`config.mk`:
```
export PLATFORM = sky130hd
export DESIGN_NAME = argo_chan_fifo
export DESIGN_NICKNAME = d
export VERILOG_FILES = /design/src/rtl/argo_chan_pkg.sv /design/src/rtl/argo_chan_prefetch.sv /design/src/rtl/argo_dp_ram.sv /design/src/rtl/argo_chan_fifo.sv
export SDC_FILE = /design/constraint.sdc
export NUM_CORES = 1
export LEC_CHECK = 0
export CAP_MARGIN = 20
export CORE_MARGIN = 5
export CORE_UTILIZATION = 30
export DETAILED_ROUTE_END_ITERATION = 8
export DONT_BUFFER_PORTS = 1
export SYNTH_ARGS = -nofsm -noshare
export SYNTH_HDL_FRONTEND = slang
export SYNTH_HIERARCHICAL = 1
export SYNTH_SLANG_ARGS = --single-unit
```
`constraint.sdc`:
```
create_clock -name clk -period 6.6 [get_ports clk]
set_clock_uncertainty 0.1 [all_clocks]
set_input_delay 0.33 -clock clk [delete_from_list [all_inputs] [get_ports clk]]
set_output_delay 0.33 -clock clk [all_outputs]
set_load 0.1 [all_outputs]
```
`src/rtl/argo_chan_pkg.sv`:
```
// argo_chan_pkg: shared sizing helpers for Argo channel buffers.
package argo_chan_pkg;
    localparam int PREFETCH_DEPTH = 2;

    function automatic int chan_cap(input int aw);
        return (1 << aw) + PREFETCH_DEPTH;
    endfunction

    function automatic int chan_cnt_w(input int aw);
        return aw + 2;
    endfunction

    function automatic int clog2(input int n);
        int r;
        r = 0;
        for (int v = n - 1; v > 0; v = v >> 1) r++;
        return r;
    endfunction
endpackage

```
`src/rtl/argo_chan_prefetch.sv`:
```
// argo_chan_prefetch: 2-entry skid stage (head + spare) feeding the FWFT output.
module argo_chan_prefetch #(
    parameter int DW = 32
) (
    input  logic          clk,
    input  logic          rst_n,
    input  logic          ret_valid,
    input  logic [DW-1:0] ret_data,
    input  logic          pop,
    output logic          out_valid,
    output logic [DW-1:0] out_data,
    output logic [1:0]    occ
);
    logic          head_v_q, head_v_d, spare_v_q, spare_v_d;
    logic [DW-1:0] head_q, head_d, spare_q, spare_d;

    always_comb begin
        head_v_d  = head_v_q;
        head_d    = head_q;
        spare_v_d = spare_v_q;
        spare_d   = spare_q;
        if (pop && spare_v_q) begin
            head_d    = spare_q;
            spare_v_d = ret_valid;
            spare_d   = ret_valid ? ret_data : spare_q;
        end else if (pop) begin
            head_v_d = ret_valid;
            head_d   = ret_valid ? ret_data : '0;
        end else if (ret_valid && !head_v_q) begin
            head_v_d = 1'b1;
            head_d   = ret_data;
        end else if (ret_valid) begin
            spare_v_d = 1'b1;
            spare_d   = ret_data;
        end
    end

    always_ff @(posedge clk or negedge rst_n) begin
        if (!rst_n) begin
            head_v_q  <= 1'b0;
            head_q    <= '0;
            spare_v_q <= 1'b0;
            spare_q   <= '0;
        end else begin
            head_v_q  <= head_v_d;
            head_q    <= head_d;
            spare_v_q <= spare_v_d;
            spare_q   <= spare_d;
        end
    end

    assign out_valid = head_v_q;
    assign out_data  = head_q;
    assign occ       = {1'b0, head_v_q} + {1'b0, spare_v_q};
endmodule

```
`src/rtl/argo_dp_ram.sv`:
```
// argo_dp_ram: simple dual-port block RAM, registered read, contents not reset.
module argo_dp_ram #(
    parameter int AW = 3,
    parameter int DW = 32
) (
    input  logic          clk,
    input  logic          we,
    input  logic [AW-1:0] waddr,
    input  logic [DW-1:0] wdata,
    input  logic [AW-1:0] raddr,
    output logic [DW-1:0] rdata
);
    logic [DW-1:0] mem_q [0:(1<<AW)-1];
    logic [DW-1:0] rdata_q;

    always_ff @(posedge clk) begin
        if (we) mem_q[waddr] <= wdata;
        rdata_q <= mem_q[raddr];
    end

    assign rdata = rdata_q;
endmodule

```
`src/rtl/argo_chan_fifo.sv`:
```
// argo_chan_fifo: RAM-backed valid/ready channel FIFO with FWFT prefetch output.
module argo_chan_fifo
    import argo_chan_pkg::*;
#(
    parameter int ADDR_WIDTH = 3,
    parameter int DATA_WIDTH = 32
) (
    input  logic                  clk,
    input  logic                  rst_n,
    input  logic                  in_valid,
    input  logic [DATA_WIDTH-1:0] in_data,
    output logic                  in_ready,
    output logic                  out_valid,
    output logic [DATA_WIDTH-1:0] out_data,
    input  logic                  out_ready,
    output logic [ADDR_WIDTH+1:0] count,
    output logic                  empty,
    output logic                  full
);
    localparam logic [ADDR_WIDTH:0] RAM_FULL = {1'b1, {ADDR_WIDTH{1'b0}}};

    logic [ADDR_WIDTH-1:0] wr_ptr_q, wr_ptr_d, rd_ptr_q, rd_ptr_d;
    logic [ADDR_WIDTH:0]   ram_cnt_q, ram_cnt_d;
    logic [ADDR_WIDTH+1:0] count_q, count_d;
    logic                  rd_pend_q, rd_pend_d;
    logic                  push, pop, issue;
    logic [1:0]            occ;
    logic [2:0]            load;
    logic [DATA_WIDTH-1:0] ram_rdata;

    // A pop this cycle frees a prefetch slot in time for a read issued now.
    always_comb begin
        push      = in_valid && in_ready;
        pop       = out_valid && out_ready;
        load      = {1'b0, occ} + {2'b0, rd_pend_q} - {2'b0, pop};
        issue     = (ram_cnt_q != '0) && (load < 3'(PREFETCH_DEPTH));
        wr_ptr_d  = wr_ptr_q + ADDR_WIDTH'(push);
        rd_ptr_d  = rd_ptr_q + ADDR_WIDTH'(issue);
        ram_cnt_d = ram_cnt_q + (ADDR_WIDTH+1)'(push) - (ADDR_WIDTH+1)'(issue);
        count_d   = count_q + (ADDR_WIDTH+2)'(push) - (ADDR_WIDTH+2)'(pop);
        rd_pend_d = issue;
    end

    always_ff @(posedge clk or negedge rst_n) begin
        if (!rst_n) begin
            wr_ptr_q  <= '0;
            rd_ptr_q  <= '0;
            ram_cnt_q <= '0;
            count_q   <= '0;
            rd_pend_q <= 1'b0;
        end else begin
            wr_ptr_q  <= wr_ptr_d;
            rd_ptr_q  <= rd_ptr_d;
            ram_cnt_q <= ram_cnt_d;
            count_q   <= count_d;
            rd_pend_q <= rd_pend_d;
        end
    end

    argo_dp_ram #(.AW(ADDR_WIDTH), .DW(DATA_WIDTH)) u_ram (
        .clk   (clk),
        .we    (push),
        .waddr (wr_ptr_q),
        .wdata (in_data),
        .raddr (rd_ptr_q),
        .rdata (ram_rdata)
    );

    argo_chan_prefetch #(.DW(DATA_WIDTH)) u_pf (
        .clk       (clk),
        .rst_n     (rst_n),
        .ret_valid (rd_pend_q),
        .ret_data  (ram_rdata),
        .pop       (pop),
        .out_valid (out_valid),
        .out_data  (out_data),
        .occ       (occ)
    );

    assign in_ready = (ram_cnt_q != RAM_FULL);
    assign full     = !in_ready;
    assign count    = count_q;
    assign empty    = (count_q == '0);
endmodule

```
==> impl_metrics.yaml <==
power:
  power.switching_mw: 3.05
  power_density_nw_per_um2: 517
  p_comb_share_pct: 24.3
  vdd_drop_max_mv: 0.216
  p_leak_nw: 6.01
  clockPowerShare_pct: 26.4
  swShare_pct: 35.1
  p_int_mw: 5.64
  p_seq_share_pct: 49.3
setup_path:
  cp_data_required_time_ns: 6.94
  path_class: "flop to flop"
  cp.arrival_ns: 4.12
  start_kind: "flop"
  endpoint_kind: "flop"
  cp_max_fo: 8
clock_network:
  clock_sinks: 370
  cts_tree: "yes"
  cts_resized: 0
  insertion_delay_ns: 0.52
  cts_root_buf: "clkbuf_16"
  clk_pin_slew_ns: 0.06
  cts_buffer_depth: 3
  cts_made_buffers: 39
  htreeDepth: 2
logic_synthesis:
  synthDistinctLibCells: 39
  synth-async-reset-ratio_pct: 22.2
  yosysWarnings: 6
  netlist_instances: 674
  yosys.cell_count.top_type: "edfxtp_1"
  syn_area_um2: 14300
  synth_top_area_share_pct: 53.8
  syn_avg_cell_area_um2: 21.2
  synth_top_area_cell: "edfxtp_1"
  synth_commonest_cells: "edfxtp_1, dfrtp_1, mux4_1"
  synth_ff_type: "edfxtp_1"
  synth_edf_count: 256
  syn-num-nets: 729
  synthTopCellsByArea: "edfxtp_1, dfrtp_1, mux4_1"
  ys_seq_elements: 370
  synth-seq-area-share_pct: 72.6
route:
  drt_iter0_markers: 446
  maxUsedRoutingLayer: "met5"
  num_vias: 6338
  wl_per_cell_um: 20.4
  via_per_inst: 4.59
  drt-met1-wl_um: 12900
  wl_met2_um: 13000
  drtAntennaViolNets: 0
  met3_length_um: 1860
  drc: 0
  firstDrtPassIters: 4
  totalWireLength_um: 28200
floorplan:
  die_area_um2: 52100
  fp.dieH_um: 228
  num_io_pins: 77
  core_area_um2: 47400
  rows: 80
  die_width_um: 228
  initial_core_util_pct: 30.1
global_routing:
  grt_pass1_wl_um: 43100
  first_global_vias: 6739
  grt_antenna_before_repair: 1
  grt-ovfl-total: 0
  grt_max_degree: 83
  grt_use_total_pct: 10.7
layout:
  finalInstanceArea_um2: 16800
  finish.utilization_pct: 35.4
  areaGrowthSynthToFinish_pct: 17.6
  final_nets: 789
  drive_gt1_share_pct: 25.1
timing:
  setup_viol_count_final: 0
  slew_headroom_pct: 30.2
  tightestPinTransition_ns: 1.05
  fin_crit_ns: 3.78
  tns_ns: 0
  fmax_mhz: 265
  rsz0062_at_grt: "no"
  hold_viol: 0
  fin_crit_sh_pct: 57.3
  drv_slew: 0
place:
  place_area_um2: 15000
  place.port_buffers: 0
  hpwl_um: 16000
  place_congestion: 0.696
hold_path:
  hold_path.class: "input port to flop"
flow_run:
  maxCapViolations: 0
run_status:
  outcome: "completed"
## registers in the layout, summed over array words and instances, names as in the netlist
register        cells
u_pf/spare_v_q      1
u_pf/spare_q       32
u_ram/rdata        32
wr_ptr_q            3
u_pf/out_valid      1
count               5
rd_ptr_q            3
rd_pend_q           1
u_ram/mem_q       256
u_pf/out_data      32
ram_cnt_q           4
## final timing paths
path	from	to	slack (ns)	depth (start not counted)
worst max register to register	u_pf/out_valid	ram_cnt_q[3]	2.82	11
worst max-delay path	u_pf/out_valid	ram_cnt_q[3]	2.82	11
worst min-delay path	in_valid	wr_ptr_q[0]	0.02	3
min in group asynchronous	rst_n	u_pf/spare_q[1]	0.29	2
max in group asynchronous	rst_n	rd_ptr_q[0]	5.73	2
worst min register to register	wr_ptr_q[2]	wr_ptr_q[2]	0.39	1
## cell families after synthesis
logic type	count (synthesis)	share of synthesized area (%)
DFF	370	72.6
muxes	160	19.2
buffers and inverters	46	2.16
AOI/OAI and AO/OA	45	2.60
and+or+nand+nor	23	0.980
adders and majority gates	19	1.82
xor gates and xnor gates	11	0.674
## critical path: stages (launching register included)
cell and delay, ns:
dfrtp_1 1.04, and2_1 0.45, ha_1 0.29, nand2b_1 0.15, fa_1 0.38, xnor2_1 0.17
o311a_2 0.26, nand2_1 0.11, ha_1 0.28, a21o_1 0.16, a21oi_1 0.16, xor2_1 0.16
## area by class of cell
cell class | count | area, um2
fillers | 4405 | 30600
clock buffers | 46 | 1090
well taps | 615 | 769
inverters | 14 | 52.6
repair buffers | 51 | 543
clock inverters | 25 | 283
flip-flops and latches | 370 | 10400
diodes | 1 | 2.50
multi-input cells | 258 | 3690
## per-stage QoR
| step | std cells | worst slack [ns] | hold slack [ns] | power [mW] |
|---|---|---|---|---|
| floorplan | 674 | 2.01 | -0.0656 | 5.85 |
| global placement | 1272 | 2.91 | -0.0585 | 6.35 |
| detailed placement | 1272 | 2.81 | -0.0586 | 6.41 |
| CTS | 1377 | 2.79 | 0.00608 | 8.79 |
| global route | 1379 | 2.60 | 0.0283 | 9.14 |
| finish | 1380 | 2.82 | 0.0188 | 8.69 |
## layout by cell type (no fill, tap or decap), drive strengths merged
| master | n |
|---|---|
| diode | 1 |
| mux2 | 64 |
| or3b | 1 |
| xor2 | 8 |
| mux2i | 32 |
| fa | 3 |
| a2bb2oi | 1 |
| inv | 16 |
| clkbuf | 47 |
| bufinv | 6 |
| dlygate4sd3 | 33 |
| edfxtp | 256 |
| ha | 16 |
| nand2 | 5 |
| nor2 | 6 |
| mux4 | 64 |
| dfrtp | 82 |
| dfxtp | 32 |
| o2bb2ai | 32 |
| nor4b | 1 |
| o21bai | 1 |
| nand2b | 5 |
| clkinv | 15 |
| o21ai | 1 |
| xnor2 | 3 |
| nor3 | 2 |
| buf | 17 |
| a21oi | 6 |
| a21bo | 1 |
| clkinvlp | 2 |
| and2 | 3 |
| o311a | 1 |
| a21o | 2 |
## metal layers
| metal | up-vias | track usage, % |
|---|---|---|
| met5 | - | 0 |
| met4 | 2 | 2.40 |
| met3 | 45 | 3.33 |
| met2 | 134 | 17.0 |
| met1 | 3313 | 14.5 |
| li1 | 2844 | - |
## timing repair
item | 4_1_cts | 5_1_grt
hold buffers | 34 | 0
setup buffers | 0 | 0
setup endpoints to repair | 0 | 0
hold endpoints to repair | 338 | 0
## power groups by stage
stage / logic (mW) / clock network [mW] / registers, mW
after floorplan: 1.77 / 0 / 4.09
after global placement: 2.01 / 0 / 4.34
after detailed placement: 2.06 / 0 / 4.35
after CTS: 2.12 / 2.36 / 4.31
after global routing: 2.30 / 2.47 / 4.37
final: 2.11 / 2.30 / 4.28
(Power assumes the default switching activity.)
